===== config.mk =====
export PLATFORM = sky130hd
export DESIGN_NAME = control_sequencer
export DESIGN_NICKNAME = d
export VERILOG_FILES = /design/src/rtl/control_sequencer.sv
export SDC_FILE = /design/constraint.sdc
export NUM_CORES = 1
export LEC_CHECK = 0
export CORE_MARGIN = 10
export CORE_UTILIZATION = 35
export DETAILED_ROUTE_END_ITERATION = 7
export PLACE_DENSITY_LB_ADDON = 0.08
export SLEW_MARGIN = 20
export SYNTH_ARGS = -nofsm -noshare
export SYNTH_HDL_FRONTEND = slang
export SYNTH_SLANG_ARGS = --single-unit

===== constraint.sdc =====
create_clock -name clk -period 1.86 [get_ports clk]
set_input_delay 0.279 -clock clk [delete_from_list [all_inputs] [get_ports clk]]
set_output_delay 0.279 -clock clk [all_outputs]
set_load 0.02 [all_outputs]

===== src/rtl/control_sequencer.sv =====
// Microcode control sequencer: steps a T-state counter through fetch/execute
// and decodes opcode plus ALU flags into register load strobes and bus enables.
module control_sequencer (
    input  logic       clk,
    input  logic       rst,
    input  logic [3:0] opcode,
    input  logic       flag_c,
    input  logic       flag_z,
    output logic       co,
    output logic       ro,
    output logic       io,
    output logic       ao,
    output logic       eo,
    output logic       mi,
    output logic       ri,
    output logic       ii,
    output logic       ai,
    output logic       bi,
    output logic       oi,
    output logic       ce,
    output logic       j,
    output logic       su,
    output logic       fi,
    output logic       hlt,
    output logic [2:0] step
);

    localparam logic [2:0] S0 = 3'd0;
    localparam logic [2:0] S1 = 3'd1;
    localparam logic [2:0] S2 = 3'd2;
    localparam logic [2:0] S3 = 3'd3;
    localparam logic [2:0] S4 = 3'd4;

    localparam logic [3:0] OP_NOP = 4'h0;
    localparam logic [3:0] OP_LDA = 4'h1;
    localparam logic [3:0] OP_ADD = 4'h2;
    localparam logic [3:0] OP_SUB = 4'h3;
    localparam logic [3:0] OP_STA = 4'h4;
    localparam logic [3:0] OP_LDI = 4'h5;
    localparam logic [3:0] OP_JMP = 4'h6;
    localparam logic [3:0] OP_JC  = 4'h7;
    localparam logic [3:0] OP_JZ  = 4'h8;
    localparam logic [3:0] OP_OUT = 4'hE;
    localparam logic [3:0] OP_HLT = 4'hF;

    logic [2:0] r_step;
    logic       r_halted;
    logic       w_last;
    logic [2:0] w_next_step;

    // Last micro-step of the current instruction; fetch steps are never last.
    always_comb begin
        w_last = 1'b0;
        case (r_step)
            S2:      w_last = !((opcode == OP_LDA) || (opcode == OP_ADD) ||
                                (opcode == OP_SUB) || (opcode == OP_STA));
            S3:      w_last = (opcode == OP_LDA) || (opcode == OP_STA);
            S4:      w_last = 1'b1;
            default: w_last = 1'b0;
        endcase
    end

    always_comb begin
        w_next_step = r_step + 3'd1;
        if (w_last || (r_step >= S4)) begin
            w_next_step = S0;
        end
    end

    always_ff @(posedge clk) begin
        if (rst) begin
            r_step   <= S0;
            r_halted <= 1'b0;
        end else if (r_halted) begin
            r_step   <= r_step;
            r_halted <= 1'b1;
        end else if ((r_step == S2) && (opcode == OP_HLT)) begin
            // Step freezes at 2 so the debug view shows where the halt happened.
            r_halted <= 1'b1;
        end else begin
            r_step <= w_next_step;
        end
    end

    always_comb begin
        co  = 1'b0;
        ro  = 1'b0;
        io  = 1'b0;
        ao  = 1'b0;
        eo  = 1'b0;
        mi  = 1'b0;
        ri  = 1'b0;
        ii  = 1'b0;
        ai  = 1'b0;
        bi  = 1'b0;
        oi  = 1'b0;
        ce  = 1'b0;
        j   = 1'b0;
        su  = 1'b0;
        fi  = 1'b0;
        hlt = 1'b0;
        if (rst) begin
            hlt = 1'b0;
        end else if (r_halted) begin
            hlt = 1'b1;
        end else begin
            case (r_step)
                S0: begin
                    co = 1'b1;
                    mi = 1'b1;
                end
                S1: begin
                    ro = 1'b1;
                    ii = 1'b1;
                    ce = 1'b1;
                end
                S2: begin
                    case (opcode)
                        OP_LDA, OP_ADD, OP_SUB, OP_STA: begin
                            io = 1'b1;
                            mi = 1'b1;
                        end
                        OP_LDI: begin
                            io = 1'b1;
                            ai = 1'b1;
                        end
                        OP_JMP: begin
                            io = 1'b1;
                            j  = 1'b1;
                        end
                        OP_JC: begin
                            io = flag_c;
                            j  = flag_c;
                        end
                        OP_JZ: begin
                            io = flag_z;
                            j  = flag_z;
                        end
                        OP_OUT: begin
                            ao = 1'b1;
                            oi = 1'b1;
                        end
                        OP_HLT:  hlt = 1'b1;
                        OP_NOP:  hlt = 1'b0;
                        default: hlt = 1'b0;
                    endcase
                end
                S3: begin
                    case (opcode)
                        OP_LDA: begin
                            ro = 1'b1;
                            ai = 1'b1;
                        end
                        OP_ADD, OP_SUB: begin
                            ro = 1'b1;
                            bi = 1'b1;
                        end
                        OP_STA: begin
                            ao = 1'b1;
                            ri = 1'b1;
                        end
                        default: hlt = 1'b0;
                    endcase
                end
                S4: begin
                    if ((opcode == OP_ADD) || (opcode == OP_SUB)) begin
                        eo = 1'b1;
                        ai = 1'b1;
                        fi = 1'b1;
                        su = (opcode == OP_SUB);
                    end
                end
                default: hlt = 1'b0;
            endcase
        end
    end

    assign step = r_step;

endmodule


[Word level (Yosys, flattened, before mapping)]
Index checks and enable logic that the tools add are counted.
Operators by class
  add/sub/neg operators: 1
  magnitude comparators: 1
  equal/unequal tests: 14
  div/mod/pow operators: 0
  bitwise operators: 2
  reduce and logical (&&, ||, !) cells: 14
  shift operators: 0
  multiply operators: 0
  muxes and demuxes: 58
Operators by type and width (count)
  1-bit 2-to-1 mux: 50
  4-bit by 3-bit == test with 1-bit output (second input constant): 4
  4-bit == test (second input constant): 3
  1-bit one-hot mux with 3 select lines: 4
  4-bit by 2-bit == test with 1-bit output (second input constant): 2
  3-bit by 2-bit == test with 1-bit output (second input constant): 2
  1-bit logical OR: 6
  1-bit one-hot mux with 2 select lines: 3
  6-bit OR reduction: 1
  4-bit by 1-bit == test with 1-bit output (second input constant): 1
  4-bit OR reduction: 1
  3-bit by 1-bit adder with 3-bit output (second input constant): 1
  3-bit by 1-bit == test with 1-bit output (second input constant): 1
  3-bit == test (second input constant): 1
  3-bit greater-or-equal comparator (second input constant): 1
  3-bit zero test: 1
  3-bit 2-to-1 mux: 1
  3-bit OR reduction: 1
  1-bit inverter: 2
  2-bit AND reduction: 1
  2-bit OR reduction: 1
  1-bit logical AND: 1
  1-bit zero test: 1
Word-level totals
  memories: 0
  flip-flop bits (word level): 4
  input port bits: 8
  RAM bits: 0
  word-level logic and storage cells: 92
  latch bits: 0
  ROM bits: 0

[Logic depth before layout (Yosys ltp)]
  word-level depth: 8
  depth in mapped cells: 6
  gate-level depth less buffers: 6

[Least setup slack after synthesis]
No wires, ideal clock.
  kind: reg2out
  from: register r_step[0] (netlist: step[0])
  to: output port su
  buffers on the path: 0
  stages on the path, launching flop included: 6
  arrival: 1932 ps
  required time: 1581 ps
  setup slack: -351 ps
  cells stage by stage: dfxtp_1 -> inv_1 -> ha_1 -> nand3_1 -> nor4_1 -> and2_1
On the way
  longest elaborated chain between the ends: 4
Ends and longest elaborated chain
  start: declaration: RTL line 46  | logic [2:0] r_step;
  start signal: assignment: RTL line 75  | r_step <= r_step;
  start signal: assignment: RTL line 81  | r_step <= w_next_step;
  3-bit == test: RTL line 107  | case (r_step)
  1-bit 2-to-1 mux: RTL line 107
  1-bit 2-to-1 mux: RTL line 104  | end else if (r_halted) begin
  1-bit 2-to-1 mux: RTL line 102  | if (rst) begin
  end: declaration: RTL line 22  | output logic su,
No other way between the ends.

[Worst setup path in the final report]
  from: register r_step[1] (netlist: step[1])
  to: register r_step[2] (netlist: step[2])
On the way
  longest elaborated chain between the ends: 4
  elaborated cells between the ends (all ways): 11
  those cells by class: add/sub (1); order compare (1); eq/ne (3); mux (2); bitwise (1); reduce/logical (3)
Ends and longest elaborated chain
  3-bit == test (tied with other cells): RTL line 54  | case (r_step)
  1-bit one-hot mux with 3 select lines / 1-bit logical AND (equally long branches): RTL line 54, 77
  1-bit logical OR / 1-bit inverter (equally long branches)
  3-bit 2-to-1 mux / 2-bit AND reduction (equally long branches)
Parallel ways exist; a longest one is shown, timed or not.
A chain may end at the register's enable or synchronous reset.

==> flow_summary.json <==
{
  "outcome": "complete, but fails checks",
  "violations": "negative setup slack",
  "hold_ws_ns": 0.510,
  "grt_pass1_vias": 741,
  "critPathMaxFanout": 4,
  "min_path_cells": 3,
  "h-tree-depth": 1,
  "fillCellCount": 112,
  "synth_most_common_cell": "nor2_1",
  "vias": 728,
  "io_buffers": 26,
  "max-slew-margin-rel": 0.794,
  "avgSynthCellArea_sq_um": 7.42,
  "grtUsageMet2": 0.210,
  "antennaDiodeCount": 0,
  "min_from": "rst",
  "insertion_delay_ns": 0.23,
  "cts-buffers-inserted": 3,
  "wl_per_cell_microns": 14.3,
  "yosysTopAreaCellShare": 0.142,
  "setup_viol": 1,
  "final_area_sq_mm": 0.00115,
  "internal-power_uw": 600,
  "dp.cells": 141,
  "timing.rr.start": "step[1]$_SDFFE_PP0P_",
  "ys_ff_latch": 4,
  "place_area_sq_mm": 0.00103,
  "synth_seq_area_share": 0.142,
  "ys.warnings.count": 0,
  "maxCapViolations": 0,
  "core-area_sq_mm": 0.00152,
  "grt.overflow.total": 0,
  "ios": 27,
  "avgViaCountPerCell": 5.02,
  "nets": 144,
  "power_uw": 1030,
  "hold_viol": 0,
  "finalClockSkew_ns": 0.00250,
  "reg2reg_depth": 6,
  "first_iter_violations": 7,
  "synthToLayoutAreaGrowth_pct": 104,
  "timing.rr.end": "step[2]$_SDFFE_PP0P_",
  "hold_path_end": "r_halted$_SDFF_PP0_",
  "rsz0062_at_grt": "true",
  "ctsHoldBuffers": 0,
  "drt-pass1-iter-count": 4,
  "gr-usage-met3": 0.0381,
  "r2r_slack_ns": -0.002,
  "leakagePower_uw": 0.000547,
  "slew_violations": 0,
  "ys_async_sr_fraction": 0,
  "clock.fmax_mhz": 537,
  "synth.top_cells.by_count": "7 x nor2_1, 6 x nand2_1, 6 x nor3_1",
  "final_layout_size_suffix_gt1_frac": 0.535,
  "hold_class": "in -> reg",
  "power_frac_clock": 0.101,
  "place.gp.congestion": 0.825,
  "syn_inst": 76,
  "cellPowerDensity_mw_per_mm2": 894,
  "worstPathArrival_ns": 1.98,
  "drc": 0,
  "synth_edf_count": 0,
  "synth.distinct_cells": 35,
  "syn_area_sq_um": 564,
  "min_period_over_period": 1.00,
  "grt-busiest-layer": "met2",
  "clkSlewWorstSetupHoldPaths_ns": 0.04,
  "fin_crit_ns": 1.86,
  "seqPwrFrac": 0.174,
  "grt_max_degree": 9,
  "swShare": 0.417,
  "use_met1": 0.0928,
  "die_x_microns": 60.2,
  "dp_hpwl_microns": 1600,
  "rows": 14,
  "grt_pass1_wl_microns": 3090,
  "tightest_slew_ns": 0.310,
  "antenna_found_initial": 0,
  "wirelength_microns": 2080,
  "peakVddDrop_uv": 731,
  "track_usage": 0.106,
  "fin_tns_setup_ns": -0.00199,
  "initial_core_util": 0.370,
  "yosys_most_used_dff": "dfxtp_1",
  "die_y_microns": 60.2,
  "synth_top_area_cell": "dfxtp_1",
  "drtAntennaViolNets": 0,
  "syn-num-nets": 89,
  "startpoint": "step[1]$_SDFFE_PP0P_",
  "worst_setup_path_start_kind": "flop",
  "combPwrFrac": 0.725,
  "required_ns": 1.98,
  "cts_root_buf": "clkbuf_4",
  "end_kind": "flop",
  "layout_setup_ws_ns": -0.00199,
  "tritoncts": "yes",
  "synthTopCellsByArea": "dfxtp_1 14%, ha_1 11%, nor3_1 5.3%",
  "fin_cells": 145,
  "switchingPower_uw": 428,
  "die_area_sq_mm": 0.00362,
  "worst-setup-path-type": "reg -> reg",
  "clock-sinks": 4,
  "clockBufferDepth": 2
}
## kinds of logic after synthesis
| family | synth area share |
|---|---|
| AOI/OAI and AO/OA | 0.200 |
| xor gates and xnor gates | 0.0155 |
| adders and majority gates | 0.111 |
| buffers and inverters | 0.122 |
| DFF | 0.142 |
| muxes | 0.0200 |
| and+or+nand+nor | 0.390 |
## power by group through the flow
| stage | Sequential, uW | Combinational, uW | Clock (uW) |
|---|---|---|---|
| after floorplan | 180 | 284 | 0 |
| after global routing | 185 | 817 | 115 |
| final | 179 | 745 | 104 |
| after detailed placement | 147 | 670 | 0 |
| after CTS | 148 | 664 | 111 |
| after global placement | 145 | 662 | 0 |
## cells in the final DEF, fill, tap and decap left out, drive strengths merged, types with 4 or more instances in the layout
cell,synthesis,final
buf,6,41
dlygate4sd2,0,7
nor2,7,7
nor3,7,7
nand2,6,6
a21oi,6,6
clkdlybuf4s50,0,5
inv,5,5
ha,5,5
dfxtp,4,4
## through the flow
stage               utilization  worst slack, ns
finish                    0.755         -0.00199
global route              0.755          -0.0632
CTS                       0.687          -0.0798
detailed placement        0.677           -0.529
global placement          0.677           -0.504
floorplan                     -          0.00377
## metal layers
layer	share of wire	vias to the layer above
met4	0	0
met1	0.38	336
met5	0	-
li1	-	373
met3	0.080	0
met2	0.54	19
## repair_timing
item                                    in CTS  in global routing
pin swaps                                    5                 11
buffers inserted                             1                  0
endpoints found under the setup margin      19                 18
resized for setup                           65                 30
cloned                                       0                  0
## critical path, stage by stage, from the launching register on
cell,delay (ns)
dfxtp_4,0.38
ha_4,0.15
ha_4,0.14
buf_6,0.09
or3b_1,0.34
o311a_1,0.40
a32o_2,0.25
## registers in the layout, summed over array words and instances, names as in the netlist
name and flops:
step 3, r_halted 1
## layout make-up
cell class	instances	area, sq um	share of cell area
sequential	4	88.8	0.0773
tap	16	20.0	0.0174
multi-input combinational	61	532	0.462
inverter	5	21.3	0.0185
timing repair buffer	56	465	0.405
clock buffer	3	22.5	0.0196
## how the worst max path moves through the flow
stage	end	slack (ns)	depth (start not counted)
2_1_floorplan	step[1]$_SDFFE_PP0P_	0.004	5
4_1_cts	ao	-0.08	7
6_report	step[2]$_SDFFE_PP0P_	-0.002	6
3_3_place_gp	ao	-0.50	5
3_5_place_dp	ao	-0.53	5
5_1_grt	mi	-0.06	7
Power figures use the tool's default switching activity.
